<file path="src/rtl/analog_ctrl_pkg.sv">
// Shared types and helpers for the analog sequencing controller.
package analog_ctrl_pkg;

  typedef enum logic [2:0] {
    ST_IDLE      = 3'd0,
    ST_CONFIG    = 3'd1,
    ST_START     = 3'd2,
    ST_WAIT_CMPT = 3'd3,
    ST_WAIT_SPIN = 3'd4,
    ST_DONE      = 3'd5,
    ST_ERROR     = 3'd6
  } seq_state_e;

  // States in which a run is in flight.
  function automatic logic is_busy(input seq_state_e s);
    return (s == ST_CONFIG) || (s == ST_START) ||
           (s == ST_WAIT_CMPT) || (s == ST_WAIT_SPIN);
  endfunction

  // States guarded by the watchdog.
  function automatic logic is_wait(input seq_state_e s);
    return (s == ST_WAIT_CMPT) || (s == ST_WAIT_SPIN);
  endfunction

  // States in which start_i launches a new run.
  function automatic logic accepts_start(input seq_state_e s);
    return (s == ST_IDLE) || (s == ST_DONE) || (s == ST_ERROR);
  endfunction

endpackage

</file>
<file path="src/rtl/analog_seq_watchdog.sv">
// Per-wait watchdog: saturating cycle counter compared against a limit.
// expired_o flags the cycle in which the count (including the current
// cycle) reaches the limit; a zero limit disables it.
module analog_seq_watchdog #(
  parameter int unsigned cnt_width = 16
) (
  input  logic                 clk_i,
  input  logic                 rst_ni,
  input  logic                 clear_i,
  input  logic                 count_en_i,
  input  logic [cnt_width-1:0] limit_i,
  output logic                 expired_o
);

  logic [cnt_width-1:0] cnt_q, cnt_d;
  logic [cnt_width:0]   cnt_now;

  // Next count: clear wins, otherwise increment and hold at all-ones.
  always_comb begin
    // NOTE: default assignment first so every path drives cnt_d (no latch).
    cnt_d = cnt_q;
    if (clear_i) begin
      cnt_d = '0;
    end else if (count_en_i && (cnt_q != '1)) begin
      cnt_d = cnt_q + cnt_width'(1);
    end
  end

  // Counter register.
  always_ff @(posedge clk_i or negedge rst_ni) begin
    if (!rst_ni) begin
      cnt_q <= '0;
    end else begin
      // NOTE: non-blocking so every register samples pre-edge values.
      cnt_q <= cnt_d;
    end
  end

  // One extra bit keeps the +1 from wrapping when the counter is saturated.
  assign cnt_now   = {1'b0, cnt_q} + (cnt_width + 1)'(1);
  assign expired_o = count_en_i && (limit_i != '0) && (cnt_now >= {1'b0, limit_i});

endmodule

</file>
<file path="src/rtl/analog_seq_ctrl.sv">
// Sequencer for the analog annealer: configures the TX synchronizer, then
// runs cfg_iter_num compute/spin-handshake iterations with a watchdog on
// each wait, reporting done/error and the completed iteration count.
module analog_seq_ctrl
  import analog_ctrl_pkg::*;
#(
  parameter int unsigned synchronizer_pipe_depth = 3,
  parameter int unsigned iter_bitwidth           = 16,
  parameter int unsigned timeout_bitwidth        = 16
) (
  input  logic                                       clk_i,
  input  logic                                       rst_ni,
  input  logic                                       en_i,
  input  logic                                       start_i,
  input  logic                                       abort_i,
  input  logic [iter_bitwidth-1:0]                   cfg_iter_num_i,
  input  logic [$clog2(synchronizer_pipe_depth)-1:0] cfg_pipe_num_i,
  input  logic                                       cfg_mode_i,
  input  logic [timeout_bitwidth-1:0]                cfg_timeout_i,
  output logic                                       tx_configure_enable_o,
  output logic [$clog2(synchronizer_pipe_depth)-1:0] synchronizer_pipe_num_o,
  output logic                                       synchronizer_mode_o,
  output logic                                       macro_start_o,
  input  logic                                       cmpt_finish_i,
  input  logic                                       spin_handshake_i,
  output logic                                       busy_o,
  output logic                                       done_o,
  output logic                                       error_o,
  output logic [iter_bitwidth-1:0]                   iter_cnt_o
);

  localparam int unsigned PipeW = $clog2(synchronizer_pipe_depth);

  seq_state_e                  state_q, state_d;
  logic [iter_bitwidth-1:0]    iter_cnt_q, iter_cnt_d, iter_cnt_inc;
  logic [iter_bitwidth-1:0]    cfg_iter_q;
  logic [PipeW-1:0]            cfg_pipe_q;
  logic                        cfg_mode_q;
  logic [timeout_bitwidth-1:0] cfg_timeout_q;
  logic                        error_q, error_d;
  logic                        cmpt_prev_q;
  logic                        cmpt_rise;
  logic                        load_cfg;
  logic                        wd_clear, wd_count, wd_expired;

  // Only a fresh low-to-high finish counts; a level left high does not.
  assign cmpt_rise    = cmpt_finish_i & ~cmpt_prev_q;
  assign iter_cnt_inc = iter_cnt_q + iter_bitwidth'(1);

  // Next state, iteration count, error flag and config-load decision.
  always_comb begin
    state_d    = state_q;
    iter_cnt_d = iter_cnt_q;
    error_d    = error_q;
    load_cfg   = 1'b0;
    if (abort_i || !en_i) begin
      state_d = ST_IDLE;
    end else begin
      case (state_q)
        ST_IDLE, ST_DONE, ST_ERROR: begin
          if (start_i) begin
            load_cfg   = 1'b1;
            iter_cnt_d = '0;
            error_d    = 1'b0;
            state_d    = ST_CONFIG;
          end else if (state_q == ST_DONE) begin
            state_d = ST_IDLE;
          end
        end
        ST_CONFIG:    state_d = (cfg_iter_q == '0) ? ST_DONE : ST_START;
        ST_START:     state_d = ST_WAIT_CMPT;
        ST_WAIT_CMPT: begin
          // Handshake is deliberately ignored here; it only counts in WAIT_SPIN.
          if (cmpt_rise) begin
            state_d = ST_WAIT_SPIN;
          end else if (wd_expired) begin
            state_d = ST_ERROR;
            error_d = 1'b1;
          end
        end
        ST_WAIT_SPIN: begin
          if (spin_handshake_i) begin
            iter_cnt_d = iter_cnt_inc;
            state_d    = (iter_cnt_inc == cfg_iter_q) ? ST_DONE : ST_START;
          end else if (wd_expired) begin
            state_d = ST_ERROR;
            error_d = 1'b1;
          end
        end
        default: state_d = ST_IDLE;
      endcase
    end
  end

  // Watchdog restarts on every entry into a wait state.
  assign wd_count = is_wait(state_q);
  assign wd_clear = is_wait(state_d) && (state_d != state_q);

  analog_seq_watchdog #(
    .cnt_width (timeout_bitwidth)
  ) u_watchdog (
    .clk_i      (clk_i),
    .rst_ni     (rst_ni),
    .clear_i    (wd_clear),
    .count_en_i (wd_count),
    .limit_i    (cfg_timeout_q),
    .expired_o  (wd_expired)
  );

  // FSM state register.
  always_ff @(posedge clk_i or negedge rst_ni) begin
    if (!rst_ni) state_q <= ST_IDLE;
    else         state_q <= state_d;
  end

  // Iteration counter, sticky error, finish history and latched configuration.
  always_ff @(posedge clk_i or negedge rst_ni) begin
    if (!rst_ni) begin
      iter_cnt_q    <= '0;
      error_q       <= 1'b0;
      cmpt_prev_q   <= 1'b0;
      cfg_iter_q    <= '0;
      cfg_pipe_q    <= '1;
      cfg_mode_q    <= 1'b0;
      cfg_timeout_q <= '0;
    end else begin
      iter_cnt_q  <= iter_cnt_d;
      error_q     <= error_d;
      cmpt_prev_q <= cmpt_finish_i;
      if (load_cfg) begin
        cfg_iter_q    <= cfg_iter_num_i;
        cfg_pipe_q    <= cfg_pipe_num_i;
        cfg_mode_q    <= cfg_mode_i;
        cfg_timeout_q <= cfg_timeout_i;
      end
    end
  end

  assign tx_configure_enable_o   = (state_q == ST_CONFIG);
  assign macro_start_o           = (state_q == ST_START);
  assign done_o                  = (state_q == ST_DONE);
  assign busy_o                  = is_busy(state_q);
  assign error_o                 = error_q;
  assign iter_cnt_o              = iter_cnt_q;
  assign synchronizer_pipe_num_o = cfg_pipe_q;
  assign synchronizer_mode_o     = cfg_mode_q;

endmodule
</file>
<file path="config.mk">
export PLATFORM = sky130hd
export DESIGN_NAME = analog_seq_ctrl
export DESIGN_NICKNAME = d
export VERILOG_FILES = /design/src/rtl/analog_ctrl_pkg.sv /design/src/rtl/analog_seq_watchdog.sv /design/src/rtl/analog_seq_ctrl.sv
export SDC_FILE = /design/constraint.sdc
export NUM_CORES = 1
export LEC_CHECK = 0
export ABC_AREA = 1
export ABC_CLOCK_PERIOD_IN_PS = 3300
export BUFFER_PORTS_ARGS = -buffer_cell sky130_fd_sc_hd__buf_2
export CAP_MARGIN = 20
export CORE_MARGIN = 2
export CORE_UTILIZATION = 30
export DETAILED_ROUTE_END_ITERATION = 10
export PLACE_DENSITY = 0.52
export SLEW_MARGIN = 40
export SYNTH_ARGS = -nofsm -noshare
export SYNTH_HDL_FRONTEND = slang
export SYNTH_SLANG_ARGS = --single-unit
</file>
<file path="constraint.sdc">
create_clock -name clk_i -period 3.3 [get_ports clk_i]
set_input_delay 0 -clock clk_i [delete_from_list [all_inputs] [get_ports clk_i]]
set_output_delay 0 -clock clk_i [all_outputs]
set_load 0.01 [all_outputs]
</file>
* Yosys cells after proc, flatten, opt, wreduce, memory -nomap -nowiden
Index checks and enable logic that the tools add are counted. W data, S select, Z words.
Operators by class: $lt $le $gt $ge 1, muxes and demuxes 22, bitwise gates (word level) 3, equal/unequal tests 15, $add $sub $neg 3, reductions and logical operators 20
Operators by type and width (number):
- $mux W16 | 4
- $add A16 B1 Y16 const B | 2
- $pmux W16 S2 | 1
- $mux W3 | 8
- $add A16 B1 Y17 const B | 1
- $ge A17 B16 Y1 | 1
- $eq A16 B16 Y1 | 1
- $logic_not A16 Y1 | 1
- $ne A16 B16 Y1 const B | 1
- $reduce_bool A16 Y1 | 1
- $pmux W3 S5 | 1
- $eq A3 B3 Y1 const B | 4
- $eq A3 B2 Y1 const B | 3
- $ne A2 B2 Y1 const B | 4
- $mux W1 | 7
- $logic_or A1 B1 Y1 | 6
- $reduce_and A5 Y1 | 1
- $logic_and A1 B1 Y1 | 4
- $reduce_and A4 Y1 | 1
- $reduce_bool A2 Y1 | 2
- $eq A3 B1 Y1 const B | 1
- $logic_not A3 Y1 | 1
- $ne A3 B3 Y1 | 1
- $pmux W1 S3 | 1
- other kinds (5) | 6
Word-level totals: bits in registers 72, output and inout port bits 24, word-level logic and storage cells 73, bits of input ports 42

* Logic depth before layout (Yosys ltp)
word-level depth 12, mapped depth 27, depth with buffers taken out 26

* Cells and area by module
A second synthesis with hierarchy kept.
Unflattened totals: cell total of the unflattened synthesis 685, area total of the unflattened synthesis 4714.5 µm²
Modules (own cells, without submodules):
- analog_seq_ctrl | cells each 451, area an instance 3183.1 µm², sequential area each 1403.8 µm², instances 1
- analog_seq_watchdog | cells each 234, area an instance 1531.5 µm², sequential area each 400.4 µm², instances 1

* Worst setup path before layout
No wires, ideal clock.
path kind register to register, start point reg u_watchdog.cnt_q[0], end point reg u_watchdog.cnt_q[10], setup time 0.123 ns, arrival time 2.983 ns, required time 3.177 ns, path slack 0.195 ns, path buffers 1, period minus slack after synthesis 3.105 ns, cell stages (with the launch flop) 26, path through dfrtp_1 ha_1 nand2_1 nor2_2 nand2_1 nor2_1 inv_1 nor2_1 inv_1 o21ai_0 inv_1 ha_1 a21o_1 a21oi_1 nand3b_1 nor2_1 nand2_1 nand2_1 nand2_1 nand2_1 inv_1 a21oi_2 nand3_2 nand2_4 buf_8 nor2_2
Between the ends: word-level cells in the longest chain between the ends 11, elaborated cells between the ends (all ways) 19
Ends and longest elaborated chain:
- from (decl) | line analog_seq_watchdog.sv:15 | logic [cnt_width-1:0] cnt_q, cnt_d;
- from (signal assigned) | line analog_seq_watchdog.sv:35 | cnt_q <= cnt_d;
- $add A16 B1 Y17 * | line analog_seq_watchdog.sv:40 | assign cnt_now = {1'b0, cnt_q} + (cnt_width + 1)'(1);
- $ge A17 B16 Y1 * | line analog_seq_watchdog.sv:41 | assign expired_o = count_en_i && (limit_i != '0) && (cnt_now >= {1'b0, limit_i});
- $logic_and A1 B1 Y1 * | line analog_seq_watchdog.sv:41
- $mux W3 * | line analog_seq_ctrl.sv:76, analog_seq_ctrl.sv:85
- $mux W3 (on tied branches) | line analog_seq_ctrl.sv:82, analog_seq_ctrl.sv:74
- $pmux W3 S5 * | line analog_seq_ctrl.sv:59 | case (state_q)
- $mux W3 * | line analog_seq_ctrl.sv:56 | if (abort_i || !en_i) begin
- net state_d[0] | line analog_seq_ctrl.sv:34 | seq_state_e state_q, state_d;
- $eq A3 B2 Y1 / $eq A3 B3 Y1 (equally long branches) | line analog_ctrl_pkg.sv:22 | return (s == ST_WAIT_CMPT) || (s == ST_WAIT_SPIN);
- $logic_or A1 B1 Y1 | line analog_ctrl_pkg.sv:22
- $logic_and A1 B1 Y1 * | line analog_seq_ctrl.sv:97 | assign wd_clear = is_wait(state_d) && (state_d != state_q);
- $mux W16 / $reduce_bool A2 Y1 (equally long branches)
The timed path passes the listed nets; every way through them passes the cells marked *. The select of a mux whose other input is x is not followed. A chain may end at the register's enable or synchronous reset.

* Worst setup path after layout
start point reg u_watchdog.cnt_q[0], end point reg u_watchdog.cnt_q[4]
Between the ends: word-level cells in the longest chain between the ends 11, elaborated cells between the ends (all ways) 19
Ends and longest elaborated chain (line):
- $add A16 B1 Y17 | analog_seq_watchdog.sv:40
- $ge A17 B16 Y1 | analog_seq_watchdog.sv:41
- $logic_and A1 B1 Y1 | analog_seq_watchdog.sv:41
- $mux W3 | analog_seq_ctrl.sv:76, analog_seq_ctrl.sv:85
- $mux W3 (on tied branches) | analog_seq_ctrl.sv:82, analog_seq_ctrl.sv:74
- $pmux W3 S5 | analog_seq_ctrl.sv:59
- $mux W3 | analog_seq_ctrl.sv:56
- $eq A3 B2 Y1 / $eq A3 B3 Y1 (equally long branches) | analog_ctrl_pkg.sv:22
- $logic_or A1 B1 Y1 | analog_ctrl_pkg.sv:22
- $logic_and A1 B1 Y1 | analog_seq_ctrl.sv:97
- $mux W16 / $reduce_bool A2 Y1 (equally long branches)
Parallel ways exist; a longest one is shown, timed or not. The select of a mux whose other input is x is not followed.

==> run summary <==
- **outcome** complete, no violations
- **relative contribution of sequential cells to total power** 36.4%
- **initial cell density of the core** 30.9%
- **worst voltage drop across the vdd grid** 0.265 mV
- **maximum number of pins on one net before global-route repair** 73
- **layout cell share with drive strength beyond 1** 22.6%
- **number of input and output port buffers inserted** 65
- **post-layout total power** 0.00332 W
- **unrepaired setup endpoints after global routing** yes
- **TritonRoute pass-1 iters** 7
- **Wirelength per Cell** 13.7 µm
- **die boundary width** 127 µm
- **Achievable Freq** 306 MHz
- **most frequent cells in the layout** nand2_1, inv_1, dfrtp_1, buf_2, o21ai_0
- **Hold/Removal Path Class** input port to flip-flop
- **core box area** 14600 µm²
- **total met3 wirelength after detailed routing** 555 µm
- **EDFF count, synth** 0
- **library cell with the largest summed area after synthesis** dfrtp_1
- **Arrival @ worst endpoint** 3490 ps
- **Internal Power** 0.00217 W
- **number of maximum-capacitance constraint violations** 0
- **first-pass GRT wire length** 21200 µm
- **final hold viol count** 0
- **slowest stage delay, CP** 390 ps
- **critical path required time** 3530 ps
- **Net Sw Power** 0.00115 W
- **wire length on met2** 6320 µm
- **total overflow reported by the global router** 0
- **Distinct cells, synth** 35
- **met1 WL** 5730 µm
- **Clk pin slew, worst setup/hold paths** 60 ps
- **Seq/Total Area, Yosys** 39.9%
- **Post-Route WL** 12900 µm
- **floorplan row count** 44
- **Critical Path Start Type** flip-flop
- **clock net sink count** 72
- **I/O pins** 66
- **Post-layout nets** 810
- **max-slew headroom at the worst pin** 53.0%
- **TritonCTS clock tree** done
- **flop and latch count out of synthesis** 72
- **post-route fraction of the period consumed by the critical path** 98.9%
- **Min Clock Period, post-route** 3260 ps
- **Post-synth top flop** dfrtp_1
- **number of antenna violations at the first check in global routing** 0
- **largest fanout on the critical path** 8
- **setup violation total in the final timing report** 0
- **switching power as a share of total power** 34.7%
- **Layout Skew** 8.89 ps
- **highest routing layer actually used** met4
- **Max Buffers Root-to-Sink** 2
- **share of power burned in combinational logic** 33.3%
- **vias per cell** 4.78
- **CP endpoint kind** flip-flop
- **number of buffers inserted during clock tree synthesis** 9
- **total number of yosys warnings** 0
- **area share of the leading cell type in the synthesized netlist** 38.8%
- **Avg Inst Size Synth** 7.24 µm²
- **overall via count from detail_route** 4493
- **total power divided by cell area** 546 nW/µm²
- **routability congestion estimate** 0.875
- **Post-DP HPWL** 9040 µm
- **netlist area before placement** 4520 µm²
- **post-place setup slack** -167 ps
- **area enclosed by the die boundary** 16100 µm²
- **DIE HEIGHT** 127 µm
- **slowest cell on the critical path** dfrtp_1
- **Antenna Diode Count** 0
- **worst skew pair latency** 340 ps
- **Final WS setup** 36.9 ps
- **async set or reset register ratio after synthesis** 100%
- **count of pins over their slew limit** 0
- **syn_nets** 684
- **series of cell instances along the critical path** nand3_2, nor2_4, nand3_2, nor2_4, inv_2, nor3_4, nand3_2, nor2_2, xor2_1, ha_1, inv_2, nor2_2, nand4_1, nand3b_1, nor2_2, nand2_2, nand2_4, nand3_1, nand3_1, nand2_2, nand2_4, nand3_4, nand2_8, nor2_1
- **number of global-route vias before repair** 4500
- **commonest non-fill, non-tap cell in the layout** nand2_1
- **number of design rule violations left after detail routing** 0
- **leakage power figure** 2.96 nW
- **cell count after synthesis** 624
- **DRC marker count from the first detailed-route iteration** 311
- **dominant cells by area after synthesis** dfrtp_1, nand2_1, inv_1
- **Post-Route Setup TNS** 0 ps
- **synthesis-to-finish area growth** 34.6%
- **H-tree Lvls** 3
- **antenna-violating nets left** 0
- **classification of the worst setup path** flip-flop to flip-flop
- **worst-margin pin slew** 705 ps
- **overall fraction of global-route tracks in use** 16.5%
- **part of the total power dissipated in the clock network** 30.3%
- **master cell of the clock root buffer** clkbuf_16
==> per-layer routing <==
| metal | global-route usage, % | vias to the layer above |
|---|---|---|
| met5 | 0 | - |
| met4 | 5.75 | 0 |
| met3 | 4.43 | 24 |
| met2 | 28.7 | 102 |
| met1 | 19.8 | 2094 |
| li1 | - | 2273 |
==> layout make-up <==
cell class,count,area [µm²]
clock buffer,13,260
multi-input combinational,449,2520
sequential,72,1800
clock inverter,3,40.0
fill,1534,8560
timing repair buffer,124,867
inverter,94,355
tap,184,230
==> critical path: cells and delay by family, from the launching register on <==
kind	cells	cell delay, ps
xor gates and xnor gates	1	210
buffers and inverters	2	110
and+or+nand+nor	20	2150
adders and majority gates	1	290
DFF	1	390
==> power groups by stage <==
| stage | Sequential (W) | Clock, W | Combinational [W] |
|---|---|---|---|
| after floorplan | 0.00119 | 0 | 0.000676 |
| after global placement | 0.00121 | 0 | 0.000926 |
| after detailed placement | 0.00122 | 0 | 0.000952 |
| after CTS | 0.00121 | 0.00103 | 0.00103 |
| after global routing | 0.00123 | 0.00106 | 0.00127 |
| final | 0.00121 | 0.00101 | 0.00111 |
==> sequential cells by signal (all words and copies together) (netlist names) <==
signal                   count
cfg_timeout_q               16
synchronizer_mode_o          1
cmpt_prev_q                  1
state_q                      3
synchronizer_pipe_num_o      2
error_o                      1
u_watchdog.cnt_q            16
iter_cnt_o                  16
cfg_iter_q                  16
==> synthesized netlist by cell type (2+ instances only) <==
cell	number
nand2_1	172
inv_1	92
dfrtp_1	70
o21ai_0	55
nand3_1	51
nor2_1	50
ha_1	18
nand4_1	18
nor2_2	18
o22ai_1	8
xor2_1	8
a21oi_1	7
clkbuf_1	5
mux2i_1	5
nand2_2	5
nor3_1	5
a21o_1	4
buf_2	4
nor4_1	4
nand3_2	3
nor2_4	3
a31oi_1	2
dfstp_2	2
nand2_4	2
nand3b_1	2
xnor2_1	2
==> worst paths after layout <==
path	endpoint	from	depth (start not counted)	slack, ps
max	u_watchdog.cnt_q[4]	u_watchdog.cnt_q[0]	24	40
min	state_q[0]	abort_i	4	20
max reg2reg	u_watchdog.cnt_q[4]	u_watchdog.cnt_q[0]	24	40
min reg2reg	synchronizer_pipe_num_o[1]	synchronizer_pipe_num_o[1]	2	470
max in group asynchronous	cfg_iter_q[8]	rst_ni	3	2490
min in group asynchronous	cfg_iter_q[7]	rst_ni	3	310
==> what timing repair did <==
item                                   CTS  global route
gates cloned                             1             0
gates resized for setup                 21            30
setup buffers                            6             4
hold buffers                            38             0
setup endpoints to repair               16            18
pin swaps                               23            23
endpoints found under the hold margin  107             0
==> through the flow <==
stage / std cells / area (µm²) / utilization, % / hold WS, ps
detailed placement: 874 / 5110 / 34.9 / 134
CTS: 935 / 5950 / 40.6 / 14.8
floorplan: 624 / 4520 / - / -296
global placement: 874 / 5110 / 34.9 / 127
global route: 939 / 6080 / 41.5 / 33.4
finish: 939 / 6080 / 41.5 / 16.0
==> cells by family (layout without fill, tap and decap cells) <==
logic type,Yosys count,after routing,synth area share (%)
flip-flops,72,72,39.9
XOR/XNOR,10,10,1.94
multiplexers,5,5,1.11
buffers and inverters,104,234,9.00
adder cells (fa/ha/maj),18,18,4.98
AO/OA/AOI/OAI,81,81,9.75
AND/OR/NAND/NOR,334,335,33.3
Power figures use the tool's default switching activity.
